--- config.mk ---
export PLATFORM = sky130hd
export DESIGN_NAME = operand_sel_pipe
export DESIGN_NICKNAME = d
export VERILOG_FILES = /design/src/rtl/operand_sel_pipe.sv
export SDC_FILE = /design/constraint.sdc
export NUM_CORES = 1
export LEC_CHECK = 0
export CORE_AREA = 2 2 85 87
export CTS_BUF_LIST = sky130_fd_sc_hd__clkbuf_4
export DETAILED_ROUTE_END_ITERATION = 12
export DIE_AREA = 0 0 87 89
export PLACE_DENSITY = 0.57
export SYNTH_ARGS = -nofsm -noshare
export SYNTH_HDL_FRONTEND = slang
export SYNTH_SLANG_ARGS = --single-unit
--- constraint.sdc ---
create_clock -name clk -period 2.9 [get_ports clk]
set_input_delay 0.435 -clock clk [delete_from_list [all_inputs] [get_ports clk]]
set_output_delay 0.435 -clock clk [all_outputs]
set_load 0.02 [all_outputs]
--- src/rtl/operand_sel_pipe.sv ---
// operand_sel_pipe
//   Selects one of NSRC packed operand sources by 'sel' and passes the chosen
//   operand through a valid/ready output stage with a skid register. The
//   input side can take a beat every cycle. in_ready is registered, so it
//   does not depend combinationally on out_ready. A select value at or
//   beyond NSRC yields data 0 with out_err set.
//
// Parameters
//   WIDTH  operand width in bits (1..64)
//   NSRC   number of operand sources (2..2**SELW)
//   SELW   select width
//
// Ports
//   clk        clock, rising edge
//   rst_n      asynchronous active-low reset
//   src        packed sources, source k at [k*WIDTH +: WIDTH]
//   sel        source select
//   in_valid   producer offers src/sel
//   in_ready   block can accept a beat (registered)
//   out_data   selected operand
//   out_err    beat carried an out-of-range select
//   out_valid  out_data/out_err hold a beat
//   out_ready  consumer takes the beat
module operand_sel_pipe #(
  parameter int WIDTH = 16,
  parameter int NSRC  = 3,
  parameter int SELW  = 2
) (
  input  logic                  clk,
  input  logic                  rst_n,
  input  logic [NSRC*WIDTH-1:0] src,
  input  logic [SELW-1:0]       sel,
  input  logic                  in_valid,
  output logic                  in_ready,
  output logic [WIDTH-1:0]      out_data,
  output logic                  out_err,
  output logic                  out_valid,
  input  logic                  out_ready
);

  typedef enum logic [1:0] {
    EMPTY = 2'd0,
    ONE   = 2'd1,
    FULL  = 2'd2
  } state_t;

  state_t state, state_nxt;

  logic [WIDTH-1:0] out_data_p0;
  logic             out_err_p0;
  logic             vld_p0;
  logic             in_ready_q;
  logic [WIDTH-1:0] skid_data_p0;
  logic             skid_err_p0;

  logic             acc;
  logic             hand;
  logic             load_out_in;
  logic             load_out_skid;
  logic             load_skid;
  logic [WIDTH:0]   res;

  // Returns {err, data}. Every select that matches no source falls through
  // to the default of data 0 with the error flag set.
  function automatic logic [WIDTH:0] resolve(
    input logic [NSRC*WIDTH-1:0] s,
    input logic [SELW-1:0]       k_sel
  );
    logic [WIDTH:0] r;
    r = {1'b1, {WIDTH{1'b0}}};
    for (int k = 0; k < NSRC; k++) begin
      if (k_sel == SELW'(k)) begin
        r = {1'b0, s[k*WIDTH +: WIDTH]};
      end
    end
    return r;
  endfunction

  assign acc  = in_valid & in_ready_q;
  assign hand = vld_p0 & out_ready;
  assign res  = resolve(src, sel);

  always_comb begin
    state_nxt     = state;
    load_out_in   = 1'b0;
    load_out_skid = 1'b0;
    load_skid     = 1'b0;
    case (state)
      EMPTY: begin
        if (acc) begin
          load_out_in = 1'b1;
          state_nxt   = ONE;
        end
      end
      ONE: begin
        if (hand && acc) begin
          load_out_in = 1'b1;
        end else if (hand) begin
          state_nxt = EMPTY;
        end else if (acc) begin
          load_skid = 1'b1;
          state_nxt = FULL;
        end
      end
      FULL: begin
        if (hand) begin
          load_out_skid = 1'b1;
          state_nxt     = ONE;
        end
      end
      default: state_nxt = EMPTY;
    endcase
  end

  // Stage p0: selection is resolved at accept time and captured into OUT
  // or SKID, so later changes on src/sel never touch a stored beat.
  always_ff @(posedge clk or negedge rst_n) begin
    if (!rst_n) begin
      state        <= EMPTY;
      vld_p0       <= 1'b0;
      in_ready_q   <= 1'b1;
      out_data_p0  <= '0;
      out_err_p0   <= 1'b0;
      skid_data_p0 <= '0;
      skid_err_p0  <= 1'b0;
    end else begin
      state      <= state_nxt;
      vld_p0     <= (state_nxt != EMPTY);
      in_ready_q <= (state_nxt != FULL);
      if (load_out_in) begin
        out_data_p0 <= res[WIDTH-1:0];
        out_err_p0  <= res[WIDTH];
      end else if (load_out_skid) begin
        out_data_p0 <= skid_data_p0;
        out_err_p0  <= skid_err_p0;
      end
      if (load_skid) begin
        skid_data_p0 <= res[WIDTH-1:0];
        skid_err_p0  <= res[WIDTH];
      end
    end
  end

  assign in_ready  = in_ready_q;
  assign out_valid = vld_p0;
  assign out_data  = out_data_p0;
  assign out_err   = out_err_p0;

endmodule

==> reports/qor.csv, run 1 <==
metric,value,unit
status,finished clean,
ant diodes,0,
Hold WC Path Type,in -> async,
die area,7740,sq um
main combinational cell family by area after synthesis,compound AO/OA/AOI/OAI gates,
FF-to-FF End,out_data[8],
share of layout cells above drive strength 1,0.0849,
P_leak,0.00125,uW
fmax,0.499,GHz
number of global-route vias before repair,1555,
Boundary Pins,73,
DIE WIDTH,87,um
DR iter-0 viols,59,
first-pass GRT wire length,8020,um
root buf cell,clkbuf_4,
"commonest non-fill, non-tap cell in the layout",clkdlybuf4s50_1,
total track usage,0.136,
Post-layout nets,312,
met2 Use GR,0.219,
synthesized flop and latch total,38,
Mapped Avg Cell Area,10.5,sq um
grt met3 use,0.0240,
antenna-violating nets left,0,
CTS Sinks,38,
Area growth syn-to-layout,41.7,%
routability cong.,0.743,
endpoints failing setup,0,
min Tclk post-route,2.01,ns
pwr/cell area,853,nW/um^2
Post-Synth Adder-Cell Area,0,
largest net degree at the start of global routing,39,
"Slew Viols, Final",0,
met1 Use GR,0.180,
RSZ-0062 raised after global routing,false,
Post-CTS Resized,0,
crit path from,out_ready,
IO Port Bufs,72,
startpoint types,input pin,
Compound-Gate Fraction of Synth Area,0.246,
Top Usage Layer GRT,met2,
die height,89,um
WP data required,3.18,ns
Arrival @ worst endpoint,2.28,ns
Rows,30,
vias,1643,
"Seq/Total Area, Yosys",0.478,
H-tree depth,2,
Initial Util,0.296,
WL per Instance,15.5,um
yosys warns,0,
post-DP HPWL,3870,um
simple-gate area share of the yosys netlist,0.104,
CTS buffer count,5,
"FFs w/ async S/R, synth",1.00,
Area contributors post-synth,"dfrtp_1, mux2i_1, nand2_1",
Max transition margin,0.304,
DRC Markers,0,
Tcrit/Tclk final,0.692,
mux cell area share after synthesis,0.120,
Post-Synth XOR/XNOR Area,0,
Clock Skew,0.00976,ns
R2R Path Start,in_ready,
core area,6720,sq um
termination of the worst setup path,out_data[8],
Synth Cell Area,1990,sq um
Worst-Margin Slew,1.04,ns
Avg Vias per Cell,4.85,
initial antenna violation count,0,
r2r setup slk,0.96,ns
Mapped Nets,243,
"EDFF count, synth",0,
VDD IR-drop max,0.281,mV
"Primary FF master, synth",dfrtp_1,
critical path peak fanout,12,
Final Core Density,0.420,
CP Capture Type,flop,
CP Class,in -> reg,
"Reg clk slew, reported paths",0.12,ns
Synth top area share,0.465,
"Clk Latency, worst-skew pair",0.34,ns
final wirelength,5260,um
max-cap violations,0,
CTS tree,yes,
"area leader, netlist",dfrtp_1,
Unique masters post-synth,32,
Post-CTS Setup Bufs,0,
Worst Reg2Reg Path Length in Cells,4,
most frequent cells in the layout,"clkdlybuf4s50_1, dfrtp_1, nand2_1, mux2i_1, o21ai_0",
CTS max path bufs,2,
Final Hold Viols,0,
GRT overflow,0,
drt pass-1 iters,4,
Sum Neg Setup Slack,0,ns
cell count after synthesis,189,
cts hold-fix bufs,0,
==> registers in the layout, summed over array words and instances (netlist names) <==
register      count
out_data         16
skid_data_p0     16
state             2
in_ready          1
out_err           1
out_valid         1
skid_err_p0       1
==> final cells by class <==
cell class / instances / area (sq um)
Multi-Input combinational cell: 133 / 941
Fill cell: 658 / 3900
Inverter: 2 / 7.51
Timing Repair Buffer: 78 / 761
Clock buffer: 8 / 60.1
Tap cell: 80 / 100
Sequential cell: 38 / 952
==> synthesized netlist by cell type, types with 2 or more instances <==
| cell | instances |
|---|---|
| o21ai_0 | 16 |
| dfrtp_1 | 37 |
| nor2_1 | 3 |
| nand2_1 | 33 |
| a2bb2oi_1 | 13 |
| buf_6 | 3 |
| mux2_2 | 3 |
| o2bb2ai_1 | 3 |
| a22o_1 | 12 |
| clkbuf_1 | 5 |
| o21a_1 | 13 |
| mux2i_1 | 19 |
| inv_1 | 2 |
| buf_2 | 6 |
| a221o_1 | 2 |
| o21ai_1 | 2 |
| a21o_1 | 2 |
==> metal layers <==
metal | vias to the layer above | part of all wire
met2 | 38 | 0.48
met5 | - | 0
met1 | 778 | 0.47
met3 | 5 | 0.034
li1 | 822 | -
met4 | 0 | 0.013
==> how the worst min path moves through the flow <==
stage / endpoint / slack, ns / cells after the start
after floorplan: out_data[0] / 0.14 / 0
after global placement: skid_data_p0[9] / 0.46 / 2
after detailed placement: skid_data_p0[9] / 0.47 / 2
after CTS: out_data[3] / 0.20 / 1
after global routing: out_data[3] / 0.26 / 1
final: out_data[3] / 0.18 / 1
==> worst max-delay path: stages <==
cell and delay [ns]:
clkdlybuf4s50_1 0.50, nand2_1 0.14, o211ai_1 0.86, o21a_1 0.22
a22o_1 0.12
==> through the flow <==
stage	cells	instance area, sq um	power, uW	hold WS [ns]	worst slack (ns)
global route	339	2820	2580	0.260	0.761
floorplan	189	1990	1690	0.139	1.30
global placement	331	2760	2110	0.463	0.552
finish	339	2820	2410	0.183	0.895
CTS	339	2820	2430	0.202	0.894
detailed placement	331	2760	2130	0.471	0.529
==> kinds of logic (layout without fill, tap and decap cells) <==
kind of cell | Yosys count | in the layout
DFF | 38 | 38
AOI/OAI and AO/OA | 66 | 66
and+or+nand+nor | 44 | 44
muxes | 23 | 23
buffers and inverters | 18 | 88
==> where the power goes <==
group          internal (uW)  switching [uW]  total, uW
clock                    125             173        298
combinational            595             579       1170
sequential               780             157        937
total                   1500             909       2410
Power figures use the tool's default switching activity.
==> run 2: changes to the inputs <==
--- a/config.mk
+++ b/config.mk
@@ -9,7 +9,7 @@
 export CTS_BUF_LIST = sky130_fd_sc_hd__clkbuf_4
 export DETAILED_ROUTE_END_ITERATION = 12
 export DIE_AREA = 0 0 87 89
-export PLACE_DENSITY = 0.57
+export PLACE_DENSITY = 0.59
 export SYNTH_ARGS = -nofsm -noshare
 export SYNTH_HDL_FRONTEND = slang
 export SYNTH_SLANG_ARGS = --single-unit
==> constraint.sdc (replaced) <==
create_clock -name clk -period 1.67 [get_ports clk]
set_input_delay 0.2505 -clock clk [delete_from_list [all_inputs] [get_ports clk]]
set_output_delay 0.2505 -clock clk [all_outputs]
set_load 0.02 [all_outputs]
==> run 2 against run 1 <==
Against the previous run:
- final cell count is 5.0% higher
- sequential share of layout area is 1.7 points lower
- largest power group unchanged
- first-iteration DRC count is 12% lower
- via count is 5.1% higher
- design area is 5.6% higher
- die area stayed put
- clock-buffer cell count is 2 lower
==> reports/qor.csv, run 2 (synthesis results as in run 1) <==
metric,value,unit,change
Arrival @ worst endpoint,1.95,ns,was 2.28 ns
Setup WS pre-CTS,-0.229,ns,was 0.529 ns
Hold WC Path Type,in -> async,,unchanged
multi-input logic area,941,sq um,unchanged
Final Core Density,0.443,,was 0.420
fmax,0.600,GHz,
VDD IR-drop max,0.435,mV,was 0.281 mV
Worst Reg2Reg Path Length in Cells,6,,was 4
WP data required,1.95,ns,was 3.18 ns
total track usage,0.142,,was 0.136
GRT overflow,0,,unchanged
Worst-Margin Slew,0.423,ns,was 1.04 ns
CP Capture Type,flop,,unchanged
Tcrit/Tclk final,0.997,,
startpoint types,flop,,was input pin
P_leak,0.00136,uW,was 0.00125 uW
Rows,30,,unchanged
"Clk Latency, worst-skew pair",0.34,ns,about the same
final worst slack,0.00452,ns,was 0.895 ns
antenna-violating nets left,0,,unchanged
first-pass GRT wire length,8560,um,was 8020 um
Area growth syn-to-layout,49.7,%,was 41.7%
RSZ-0062 raised after global routing,true,,was false
die height,89,um,unchanged
CTS tree,yes,,unchanged
DRC Markers,0,,unchanged
"Slew Viols, Final",0,,unchanged
Boundary Pins,73,,unchanged
max-cap violations,0,,unchanged
final wirelength,5220,um,was 5260 um
routability cong.,0.818,,was 0.743
Post-layout nets,329,,was 312
DIE WIDTH,87,um,unchanged
endpoints failing setup,0,,unchanged
sw frac,0.369,,was 0.377
IO Port Bufs,72,,unchanged
post-DP HPWL,4010,um,was 3870 um
FILL cells,660,,was 658
storage element area,953,sq um,was 952 sq um
CTS buffer count,5,,unchanged
status,finished clean,,unchanged
Initial Util,0.296,,unchanged
"commonest non-fill, non-tap cell in the layout",clkdlybuf4s50_1,,unchanged
CTS max path bufs,2,,unchanged
ant diodes,0,,unchanged
Comb pwr share,0.519,,was 0.487
Avg Vias per Cell,4.85,,about the same
Clock power frac,0.107,,was 0.124
CP Class,reg -> reg,,was in -> reg
largest net degree at the start of global routing,19,,was 39
drt pass-1 iters,4,,unchanged
Internal Power,2740,uW,was 1500 uW
root buf cell,clkbuf_4,,unchanged
R2R Path Start,in_ready,,unchanged
P_sw,1610,uW,was 909 uW
CTS Sinks,38,,unchanged
min Tclk post-route,1.67,ns,
initial antenna violation count,0,,unchanged
H-tree depth,2,,unchanged
most frequent cells in the layout,"clkdlybuf4s50_1, dfrtp_1, nand2_1, mux2i_1, buf_4",,"was clkdlybuf4s50_1, dfrtp_1, nand2_1, mux2i_1, o21ai_0"
share of layout cells above drive strength 1,0.138,,was 0.0849
Seq pwr share,0.374,,was 0.389
DR iter-0 viols,52,,was 59
pwr/cell area,1460,nW/um^2,was 853 nW/um^2
Clock Skew,0.0119,ns,was 0.00976 ns
WL per Instance,14.7,um,was 15.5 um
"Reg clk slew, reported paths",0.11,ns,was 0.12 ns
r2r setup slk,0.005,ns,was 0.96 ns
Max transition margin,0.718,,was 0.304
number of global-route vias before repair,1793,,"was 1,555"
core area,6720,sq um,unchanged
Final Hold Viols,0,,unchanged
vias,1726,,"was 1,643"
FF-to-FF End,out_data[4],,was out_data[8]
die area,7740,sq um,unchanged
critical path peak fanout,8,,was 12
==> run 2: area by class of cell <==
type	count	area share
multi-input combinational	133	0.316
tap	80	0.0336
clock buffer	6	0.0151
timing repair buffer	95	0.310
clock inverter	2	0.00294
sequential	38	0.320
inverter	2	0.00252
==> run 2: through the flow <==
| stage | hold WS [ns] | power, uW | TNS (ns) | instance area (sq um) | std cells |
|---|---|---|---|---|---|
| 2_1_floorplan | -0.0451 | 2930 | 0 | 1990 | 189 |
| 3_3_place_gp | 0.210 | 3880 | -3.89 | 2900 | 346 |
| 3_5_place_dp | 0.203 | 3910 | -5.25 | 2900 | 346 |
| 4_1_cts | 0.357 | 4380 | 0 | 2960 | 355 |
| 5_1_grt | 0.394 | 4690 | -0.275 | 2980 | 356 |
| 6_report | 0.357 | 4350 | 0 | 2980 | 356 |
==> run 2: worst max-delay path by stage <==
stage	start	endpoint	cells after the start
floorplan	in_ready	out_data[10]	6
global placement	sel[0]	out_data[1]	7
detailed placement	sel[0]	out_data[1]	7
CTS	in_ready	out_data[4]	6
global route	in_ready	out_data[1]	6
finish	in_ready	out_data[4]	6
==> run 2: repair_timing <==
action,in CTS,in global routing
endpoints found under the setup margin,1,19
setup buffers,0,1
pin swaps,0,9
hold endpoints to repair,15,0
resized for setup,1,4
hold buffers,1,0
==> run 2: metal layers <==
metal / track usage / share of wire / vias up
li1: - / - / 853
met1: 0.183 / 0.46 / 828
met2: 0.236 / 0.49 / 38
met3: 0.0323 / 0.040 / 7
met4: 0.0511 / 0.014 / 0
met5: 0 / 0 / -
==> run 2: power by group through the flow <==
stage	registers (uW)	clock network, uW	logic, uW
after CTS	1630	482	2270
after detailed placement	1640	0	2270
final	1630	465	2260
after floorplan	1820	0	1110
after global placement	1640	0	2240
after global routing	1690	526	2470
==> run 2: critical path, stage by stage (launching register included) <==
cell      delay, ns
dfstp_2        0.60
nand3b_4       0.11
buf_6          0.13
o211ai_1       0.29
buf_4          0.23
o21a_1         0.13
a22o_1         0.12
==> run 3: changes to the inputs <==
--- a/config.mk
+++ b/config.mk
@@ -5,11 +5,11 @@
 export SDC_FILE = /design/constraint.sdc
 export NUM_CORES = 1
 export LEC_CHECK = 0
-export CORE_AREA = 2 2 85 87
+export CORE_AREA = 2 2 73 75
 export CTS_BUF_LIST = sky130_fd_sc_hd__clkbuf_4
 export DETAILED_ROUTE_END_ITERATION = 12
-export DIE_AREA = 0 0 87 89
-export PLACE_DENSITY = 0.59
+export DIE_AREA = 0 0 75 77
+export PLACE_DENSITY = 0.76
 export SYNTH_ARGS = -nofsm -noshare
 export SYNTH_HDL_FRONTEND = slang
 export SYNTH_SLANG_ARGS = --single-unit
==> run 3 against run 2 <==
Against the previous run:
- critical path depth is 5 lower
- sequential power hardly changed
- global-route usage is 4.7 points higher
- clock skew is 0.0051 ns higher
- clock power is 3% higher
- worst setup slack better by 0.040 ns
- routed wire length is 3.1% lower
- power is 0.89% lower
- sequential share of layout area is 0.39 points higher
==> reports/qor.csv, run 3 (synthesis results as in run 1) <==
metric,value,unit,change
Worst-Margin Slew,0.372,ns,was 0.423 ns
"Slew Viols, Final",0,,unchanged
WP depth,1,,was 6
termination of the worst setup path,out_valid,,was out_data[4]
grt met3 use,0.0368,,was 0.0323
Post-layout nets,328,,was 329
CTS buffer count,5,,unchanged
Boundary Pins,73,,unchanged
endpoints failing setup,0,,unchanged
status,finished clean,,unchanged
initial antenna violation count,0,,unchanged
met1 Use GR,0.238,,was 0.183
critical path peak fanout,4,,was 8
multi-input logic area,941,sq um,unchanged
P_sw,1590,uW,was 1610 uW
Post-CTS Setup Bufs,0,,unchanged
FF-to-FF End,out_data[12],,was out_data[4]
die area,5780,sq um,was 7740 sq um
Sum Neg Setup Slack,0,ns,unchanged
"CP delay by family, top",buffers and inverters,,was flip-flops
CP Class,reg -> out,,was reg -> reg
pwr/cell area,1470,nW/um^2,was 1460 nW/um^2
startpoint types,flop,,unchanged
Final Hold Viols,0,,unchanged
total track usage,0.189,,was 0.142
GRT overflow,0,,unchanged
r2r setup slk,0.10,ns,was 0.005 ns
largest net degree at the start of global routing,23,,was 19
CTS max path bufs,2,,unchanged
Rows,26,,was 30
"commonest non-fill, non-tap cell in the layout",clkdlybuf4s50_1,,unchanged
Worst Reg2Reg Path Length in Cells,5,,was 6
DRC Markers,0,,unchanged
first-pass GRT wire length,8420,um,was 8560 um
DIE WIDTH,75,um,was 87 um
FILL cells,412,,was 660
routability cong.,0.801,,was 0.818
"Clk Latency, worst-skew pair",0.34,ns,about the same
Arrival @ worst endpoint,1.37,ns,was 1.95 ns
number of global-route vias before repair,1780,,"was 1,793"
slowest CP cell,clkdlybuf4s50_1,,was dfstp_2
"Largest stage delay, worst path",0.63,ns,was 0.60 ns
core area,4980,sq um,was 6720 sq um
share of layout cells above drive strength 1,0.131,,was 0.138
CTS Sinks,38,,unchanged
most frequent cells in the layout,"clkdlybuf4s50_1, dfrtp_1, nand2_1, buf_4, mux2i_1",,"was clkdlybuf4s50_1, dfrtp_1, nand2_1, mux2i_1, buf_4"
Initial Util,0.400,,was 0.296
dpl cell area,2870,sq um,was 2900 sq um
WP data required,1.42,ns,was 1.95 ns
Max transition margin,0.752,,was 0.718
storage element area,952,sq um,was 953 sq um
vias,1777,,"was 1,726"
CP Capture Type,output pin,,was flop
sw frac,0.368,,was 0.369
met2 Use GR,0.314,,was 0.236
Avg Vias per Cell,5.15,,was 4.85
Clock Skew,0.0170,ns,was 0.0119 ns
root buf cell,clkbuf_4,,unchanged
Top Usage Layer GRT,met2,,unchanged
R2R Path Start,state[0],,was in_ready
antenna-violating nets left,0,,unchanged
Buf/Inv on CP,1,,was 2
Internal Power,2720,uW,was 2740 uW
Comb pwr share,0.510,,was 0.519
P_leak,0.00133,uW,was 0.00136 uW
VDD IR-drop max,0.723,mV,was 0.435 mV
post-DP HPWL,3950,um,was 4010 um
H-tree depth,2,,unchanged
crit-path cells,clkdlybuf4s50_1,,was nand3b_4 > buf_6 > o211ai_1 > buf_4 > o21a_1 > a22o_1
min Tclk post-route,1.63,ns,was 1.67 ns
"Reg clk slew, reported paths",0.12,ns,was 0.11 ns
fmax,0.615,GHz,was 0.600 GHz
DR iter-0 viols,61,,was 52
final wirelength,5050,um,was 5220 um
CTS tree,yes,,unchanged
RSZ-0062 raised after global routing,false,,was true
Tcrit/Tclk final,0.973,,was 0.997
Seq pwr share,0.379,,was 0.374
Hold WC Path Type,in -> async,,unchanged
Area growth syn-to-layout,47.6,%,was 49.7%
crit path from,out_valid,,was in_ready
ant diodes,0,,unchanged
drt pass-1 iters,5,,was 4
die height,77,um,was 89 um
Clock power frac,0.111,,was 0.107
Finished Cell Area,2940,sq um,was 2980 sq um
max-cap violations,0,,unchanged
WL per Instance,14.6,um,was 14.7 um
IO Port Bufs,72,,unchanged
## run 3: cell types whose count changed in the layout (fill, tap and decap cells not counted), sizes merged
cell,before,now
clkbuf,6,7
clkdlybuf4s50,68,70
dlymetal6s2s,2,0
clkinv,2,1
buf,23,22
## run 3: worst min path at each step
stage / to / slack (ns) / depth (start not counted)
finish: skid_data_p0[10] / 0.30 / 2
global route: out_data[7] / 0.32 / 2
CTS: out_data[7] / 0.30 / 2
detailed placement: skid_data_p0[6] / 0.14 / 1
global placement: skid_data_p0[6] / 0.14 / 1
floorplan: out_data[0] / -0.05 / 0
## run 3: what timing repair did
action / in CTS / in global routing
resized for setup: 1 / 0
hold endpoints to repair: 10 / 0
endpoints found under the setup margin: 1 / 0
hold buffers: 1 / 0
## run 3: final cells by class
type	count	area share
clock buffer	7	0.0179
clock inverter	1	0.00128
inverter	2	0.00255
multi-input combinational	133	0.320
sequential	38	0.324
tap	70	0.0298
timing repair buffer	94	0.304
## run 3: per-stage QoR
| stage | power (uW) | hold slack (ns) | cells | utilization | setup slack [ns] |
|---|---|---|---|---|---|
| finish | 4310 | 0.299 | 345 | 0.590 | 0.0447 |
| CTS | 4340 | 0.298 | 345 | 0.590 | 0.0280 |
| detailed placement | 3860 | 0.138 | 336 | 0.577 | -0.180 |
| global placement | 3800 | 0.136 | 336 | 0.577 | -0.137 |
| floorplan | 2930 | -0.0451 | 189 | - | 0.0762 |
| global route | 4610 | 0.323 | 345 | 0.590 | 0.00124 |
## run 3: power groups by stage
| stage | Clock, uW | Combinational [uW] | Sequential (uW) |
|---|---|---|---|
| 6_report | 481 | 2200 | 1630 |
| 5_1_grt | 530 | 2390 | 1690 |
| 4_1_cts | 496 | 2220 | 1630 |
| 3_5_place_dp | 0 | 2220 | 1640 |
| 3_3_place_gp | 0 | 2160 | 1640 |
| 2_1_floorplan | 0 | 1110 | 1820 |
## run 3: per-layer routing
| metal | routed length, um | up-vias |
|---|---|---|
| met5 | 0 | - |
| met4 | 82 | 0 |
| met3 | 188 | 7 |
| met2 | 2670 | 51 |
| met1 | 2110 | 861 |
| li1 | - | 858 |
